==> config.mk <==
export PLATFORM = sky130hd
export DESIGN_NAME = node_serdes_mac
export DESIGN_NICKNAME = d
export VERILOG_FILES = /design/src/rtl/node_serdes_mac.sv
export SDC_FILE = /design/constraint.sdc
export NUM_CORES = 1
export LEC_CHECK = 0
export ABC_CLOCK_PERIOD_IN_PS = 2100
export CORE_MARGIN = 1.5
export CORE_UTILIZATION = 30
export DETAILED_ROUTE_END_ITERATION = 10
export PLACE_DENSITY = 0.54
export SYNTH_ARGS = -nofsm -noshare
export SYNTH_HDL_FRONTEND = slang
export SYNTH_SLANG_ARGS = --single-unit
==> constraint.sdc <==
create_clock -name FPGA_CLK -period 2.1 [get_ports FPGA_CLK]
set_input_delay 0.21 -clock FPGA_CLK [delete_from_list [all_inputs] [get_ports FPGA_CLK]]
set_output_delay 0.21 -clock FPGA_CLK [all_outputs]
set_load 0.02 [all_outputs]
==> src/rtl/node_serdes_mac.sv <==
// node_serdes_mac
// End-node MAC/PHY sitting between a node's frame-queue/send controller and
// one port of the L2 switch. One instance per node.
//
// TX: a 16-bit frame offered with a 1-cycle frame_tx_valid pulse is latched
//     and sent MSB-first on tx_bit, followed by IFG_CYCLES forced-idle cycles.
//     Requests that arrive while busy are dropped and counted.
// RX: rx_bit is scanned for the 4-bit SFD. The 12 bits after it are
//     collected and filtered on DST (own address, broadcast, or promiscuous).
//     Accepted frames are presented on rx_frame with a 1-cycle valid pulse.
//
// Ports:
//   FPGA_CLK        clock
//   sys_rst         asynchronous active-high reset
//   tx_frame[15:0]  {SFD, DST, SRC, PAYLOAD}, sampled only when accepted
//   frame_tx_valid  1-cycle transmit request
//   tx_busy         high while serializing or in the inter-frame gap
//   tx_bit          serial line to the switch, idles at 0
//   rx_bit          serial line from the switch
//   rx_frame[15:0]  last accepted frame, held until the next accept
//   frame_rx_valid  1-cycle pulse per accepted frame
//   rx_ok_cnt       accepted frames (saturating)
//   rx_drop_cnt     frames rejected by the address filter (saturating)
//   tx_reject_cnt   transmit requests ignored while busy (saturating)
module node_serdes_mac #(
    parameter logic [3:0] MAC_ADDRESS = 4'hA,
    parameter logic [3:0] SFD         = 4'b0101,
    parameter logic [3:0] BCAST_ADDR  = 4'hF,
    parameter int         IFG_CYCLES  = 4,
    parameter bit         PROMISC     = 1'b0
) (
    input  logic        FPGA_CLK,
    input  logic        sys_rst,
    input  logic [15:0] tx_frame,
    input  logic        frame_tx_valid,
    output logic        tx_busy,
    output logic        tx_bit,
    input  logic        rx_bit,
    output logic [15:0] rx_frame,
    output logic        frame_rx_valid,
    output logic [7:0]  rx_ok_cnt,
    output logic [7:0]  rx_drop_cnt,
    output logic [7:0]  tx_reject_cnt
);

    localparam logic [1:0] TX_IDLE  = 2'd0;
    localparam logic [1:0] TX_SHIFT = 2'd1;
    localparam logic [1:0] TX_IFG   = 2'd2;

    localparam logic [0:0] RX_HUNT    = 1'b0;
    localparam logic [0:0] RX_COLLECT = 1'b1;

    localparam logic [3:0] IFG_LAST = 4'(IFG_CYCLES - 1);

    // ------------------------------------------------------------------
    // TX path
    // ------------------------------------------------------------------
    logic [1:0]  tx_state_reg, tx_state_next;
    logic [14:0] tx_shift_reg, tx_shift_next;   // bits still to send, MSB next
    logic [3:0]  tx_cnt_reg,   tx_cnt_next;     // SHIFT: bits left after current; IFG: cycles left after current
    logic        tx_bit_reg,   tx_bit_next;
    logic        tx_ready;
    logic        tx_reject;

    // A new frame may be taken in idle, or on the edge that ends the last gap cycle.
    assign tx_ready = (tx_state_reg == TX_IDLE) ||
                      ((tx_state_reg == TX_IFG) && (tx_cnt_reg == 4'd0));

    always_comb begin
        tx_state_next = tx_state_reg;
        tx_shift_next = tx_shift_reg;
        tx_cnt_next   = tx_cnt_reg;
        tx_bit_next   = tx_bit_reg;
        tx_reject     = 1'b0;

        case (tx_state_reg)
            TX_SHIFT: begin
                if (tx_cnt_reg == 4'd0) begin
                    tx_state_next = TX_IFG;
                    tx_cnt_next   = IFG_LAST;
                    tx_bit_next   = 1'b0;
                end else begin
                    tx_bit_next   = tx_shift_reg[14];
                    tx_shift_next = {tx_shift_reg[13:0], 1'b0};
                    tx_cnt_next   = tx_cnt_reg - 4'd1;
                end
            end
            TX_IFG: begin
                tx_bit_next = 1'b0;
                if (tx_cnt_reg == 4'd0) begin
                    tx_state_next = TX_IDLE;
                end else begin
                    tx_cnt_next = tx_cnt_reg - 4'd1;
                end
            end
            default: begin
                tx_state_next = TX_IDLE;
                tx_bit_next   = 1'b0;
            end
        endcase

        // The first bit goes straight into the output register so it is on
        // the line in the cycle right after the accepting edge.
        if (frame_tx_valid) begin
            if (tx_ready) begin
                tx_state_next = TX_SHIFT;
                tx_bit_next   = tx_frame[15];
                tx_shift_next = tx_frame[14:0];
                tx_cnt_next   = 4'd15;
            end else begin
                tx_reject = 1'b1;
            end
        end
    end

    always_ff @(posedge FPGA_CLK or posedge sys_rst) begin
        if (sys_rst) begin
            tx_state_reg <= TX_IDLE;
            tx_shift_reg <= '0;
            tx_cnt_reg   <= '0;
            tx_bit_reg   <= 1'b0;
        end else begin
            tx_state_reg <= tx_state_next;
            tx_shift_reg <= tx_shift_next;
            tx_cnt_reg   <= tx_cnt_next;
            tx_bit_reg   <= tx_bit_next;
        end
    end

    assign tx_bit  = tx_bit_reg;
    assign tx_busy = (tx_state_reg != TX_IDLE);

    // ------------------------------------------------------------------
    // RX path
    // ------------------------------------------------------------------
    logic [0:0]  rx_state_reg, rx_state_next;
    logic [2:0]  rx_window_reg, rx_window_next;  // previous three line bits; the fourth is rx_bit itself
    logic [10:0] rx_data_reg,   rx_data_next;
    logic [3:0]  rx_cnt_reg,    rx_cnt_next;
    logic [15:0] rx_frame_reg,  rx_frame_next;
    logic        rx_valid_reg,  rx_valid_next;
    logic [15:0] rx_word;
    logic        rx_addr_match;
    logic        rx_ok_inc;
    logic        rx_drop_inc;

    // Complete frame as it stands on the edge that samples the 12th data bit.
    assign rx_word       = {SFD, rx_data_reg, rx_bit};
    assign rx_addr_match = PROMISC ||
                           (rx_word[11:8] == MAC_ADDRESS) ||
                           (rx_word[11:8] == BCAST_ADDR);

    always_comb begin
        rx_state_next  = rx_state_reg;
        rx_window_next = rx_window_reg;
        rx_data_next   = rx_data_reg;
        rx_cnt_next    = rx_cnt_reg;
        rx_frame_next  = rx_frame_reg;
        rx_valid_next  = 1'b0;
        rx_ok_inc      = 1'b0;
        rx_drop_inc    = 1'b0;

        case (rx_state_reg)
            RX_COLLECT: begin
                rx_data_next = {rx_data_reg[9:0], rx_bit};
                rx_cnt_next  = rx_cnt_reg + 4'd1;
                if (rx_cnt_reg == 4'd11) begin
                    if (rx_addr_match) begin
                        rx_frame_next = rx_word;
                        rx_valid_next = 1'b1;
                        rx_ok_inc     = 1'b1;
                    end else begin
                        rx_drop_inc   = 1'b1;
                    end
                    // Window restarts empty so no frame bit can contribute to the next SFD.
                    rx_state_next  = RX_HUNT;
                    rx_window_next = '0;
                    rx_cnt_next    = 4'd0;
                end
            end
            default: begin
                rx_window_next = {rx_window_reg[1:0], rx_bit};
                if ({rx_window_reg, rx_bit} == SFD) begin
                    rx_state_next  = RX_COLLECT;
                    rx_cnt_next    = 4'd0;
                    rx_window_next = '0;
                end
            end
        endcase
    end

    always_ff @(posedge FPGA_CLK or posedge sys_rst) begin
        if (sys_rst) begin
            rx_state_reg  <= RX_HUNT;
            rx_window_reg <= '0;
            rx_data_reg   <= '0;
            rx_cnt_reg    <= '0;
            rx_frame_reg  <= '0;
            rx_valid_reg  <= 1'b0;
        end else begin
            rx_state_reg  <= rx_state_next;
            rx_window_reg <= rx_window_next;
            rx_data_reg   <= rx_data_next;
            rx_cnt_reg    <= rx_cnt_next;
            rx_frame_reg  <= rx_frame_next;
            rx_valid_reg  <= rx_valid_next;
        end
    end

    assign rx_frame       = rx_frame_reg;
    assign frame_rx_valid = rx_valid_reg;

    // ------------------------------------------------------------------
    // Saturating statistics counters: [0] rx ok, [1] rx drop, [2] tx reject
    // ------------------------------------------------------------------
    logic [2:0]  stat_inc;
    logic [23:0] stat_flat;

    assign stat_inc = {tx_reject, rx_drop_inc, rx_ok_inc};

    generate
        for (genvar gi = 0; gi < 3; gi++) begin : g_stat
            logic [7:0] stat_cnt_reg;

            always_ff @(posedge FPGA_CLK or posedge sys_rst) begin
                if (sys_rst) begin
                    stat_cnt_reg <= 8'd0;
                end else if (stat_inc[gi] && (stat_cnt_reg != 8'hFF)) begin
                    stat_cnt_reg <= stat_cnt_reg + 8'd1;
                end
            end

            assign stat_flat[gi*8 +: 8] = stat_cnt_reg;
        end
    endgenerate

    assign rx_ok_cnt     = stat_flat[7:0];
    assign rx_drop_cnt   = stat_flat[15:8];
    assign tx_reject_cnt = stat_flat[23:16];

endmodule

==> metrics.cfg <==
[run_status]
status=finished clean

[placement]
dp.cells=525
gp_congestion=0.773
portBuffers=60
dp_hpwl_um=4740

[floorplan]
die_h_um=113
initial_core_util_pct=30.6
io_pins=63
die_x_um=113
core_area_um2=11900
die_area_um2=12800
rows=40

[routing]
antenna_left=0
wl_per_cell_um=13.1
drt_wl_total_um=7100
vias=2538
dr.pass1.iters=4
drt_iter0_markers=110
viasPerCell=4.69
drc=0

[cells_and_area]
post-route-util_pct=40.4
antenna_cells=0
final_cells=541
syn2layout_area_growth_pct=32.1
final_nets=418
layout-drive-gt1-share_pct=20.8
layout_commonest_cell=dfrtp_1
layout_common_cells=dfrtp_1 (79), clkdlybuf4s50_1 (60), nand2_1 (45), mux2_2 (44), inv_1 (17)
largest_register_ffs=15

[global_routing]
grt_max_degree=80
antenna_found_initial=0
overflow=0
grt.total_usage_pct=12.3
grt_pass1_wl_um=12400
grt_pass1_vias=2567

[yosys]
synthArstFlopShare_pct=100
synth_cell_types=44
ys.flop_type=dfrtp_1
synth_top_area_share_pct=54.3
yosysWarnings=0
synthTopCellsByArea=dfrtp_1 (54%), mux2_2 (14%), nand2_1 (4.7%)
yosysTopAreaCell=dfrtp_1
synth_cells=315
netlist_area_um2=3640
syn-mean-instance-area_um2=11.6
ys_seq_area_share_pct=54.3
ys_ff_latch=79
synth_edf_count=0

[setup_path]
path_cells=ha_1, and4b_1, or3b_4, nor3_2, mux2_2
worstSetupPathType=flip-flop to flip-flop
required_ns=2.32
critPathMaxStageDelay_ns=0.47
cp.arrival_ns=2.21
cp_max_fo=9
critPathBufInv=0
end_kind=flip-flop
startpoint_type=flip-flop
crit_slowest_cell=or3b_4
critPathTopFamily=simple AND/OR/NAND/NOR gates

[clocking]
clock_latency_ns=0.34
cts_buffer_depth=2
hold_buffers=0
h-tree-depth=3
clk_pin_slew_ns=0.06
clk_root_buffer_cell=clkbuf_16
cts.sinks=79
cts_made_buffers=9
cts_tree=yes
post-cts-setup-buffers=0
cts-resized-gates=0

[timing]
setup_viol=0
slew_violations=0
fmax_mhz=503
fin_crit_ns=1.99
finalCritPeriodShare_pct=94.7
clock_skew_ns=0.00467
worst_pin_slew_ns=0.603
setup_tns_ns=0
hold_viol=0
hold_ws_ns=0.335
rsz0062_at_grt=false
max_slew_margin_pct=59.5

[flow_run]
cap_violations=0

[pwr]
p_leak_uw=0.00217
vdd_drop_max_v=0.000409
design_power_total_uw=5520
power.density_nw_per_um2=1150

[hold_path]
hold_class=primary input to asynchronous set/reset pin

through the flow:
| stage | setup WS (ns) | cell area, um2 |
|---|---|---|
| floorplan | 0.0395 | 3650 |
| global placement | 0.0824 | 4490 |
| detailed placement | 0.00673 | 4490 |
| CTS | 0.00426 | 4800 |
| global route | 0.00204 | 4810 |
| finish | 0.112 | 4810 |
kinds of logic after synthesis:
logic type / share of synthesized area, %
mux: 14.4
other cells: 0.103
compound gates: 6.08
flops: 54.3
simple gates: 13.6
xor+xnor: 4.57
buf+inv: 3.91
fa+ha+maj: 3.09
worst reg2reg max path, stage by stage (launching register included):
cell     delay [ns]
dfrtp_1        0.40
ha_1           0.20
and4b_1        0.24
or3b_4         0.47
nor3_2         0.22
mux2_2         0.35
power by group:
part | internal, uW | switching (uW) | total, uW | leakage (uW)
sequential | 1970 | 336 | 2310 | 0.00100
combinational | 888 | 708 | 1600 | 0.00102
clock | 960 | 656 | 1620 | 0.000149
cell type report:
| type | count | area, um2 |
|---|---|---|
| sequential | 79 | 1980 |
| multi-input combinational | 207 | 1550 |
| fill | 1163 | 7100 |
| clock buffer | 10 | 239 |
| clock inverter | 6 | 68.8 |
| inverter | 19 | 75.1 |
| timing repair buffer | 73 | 723 |
| tap | 147 | 184 |
routing by layer:
layer	GRT usage [%]	up-vias	wire, um
met3	3.43	8	192
met5	0	-	0
met4	5.00	0	120
met2	19.4	34	3410
li1	-	1239	-
met1	15.9	1257	3380
worst paths after layout:
kind | endpoint | start | slack, ns | cells past startpoint
max | rx_ok_cnt[7] | rx_cnt_reg[0] | 0.11 | 5
min in group FPGA_CLK | tx_bit | tx_frame[15] | 0.42 | 3
min | rx_ok_cnt[1] | sys_rst | 0.33 | 3
max reg2reg | rx_ok_cnt[7] | rx_cnt_reg[0] | 0.11 | 5
min reg2reg | rx_frame[11] | rx_frame[11] | 0.46 | 1
max in group asynchronous | tx_reject_cnt[7] | sys_rst | 1.40 | 3
cell usage after synthesis, drive strengths merged (2+ instances only):
master	number
nand2b	4
and4	2
a21oi	4
o21ai	9
mux2i	3
nor3	7
and2	2
dfrtp	79
nand2	46
a22o	4
inv	18
ha	9
nor4	5
xor2	12
nand3	11
nor2	10
xnor2	7
nand4	5
clkbuf	2
buf	9
mux2	44
o211ai	5
Note: power is estimated with default switching activity, not from simulation.
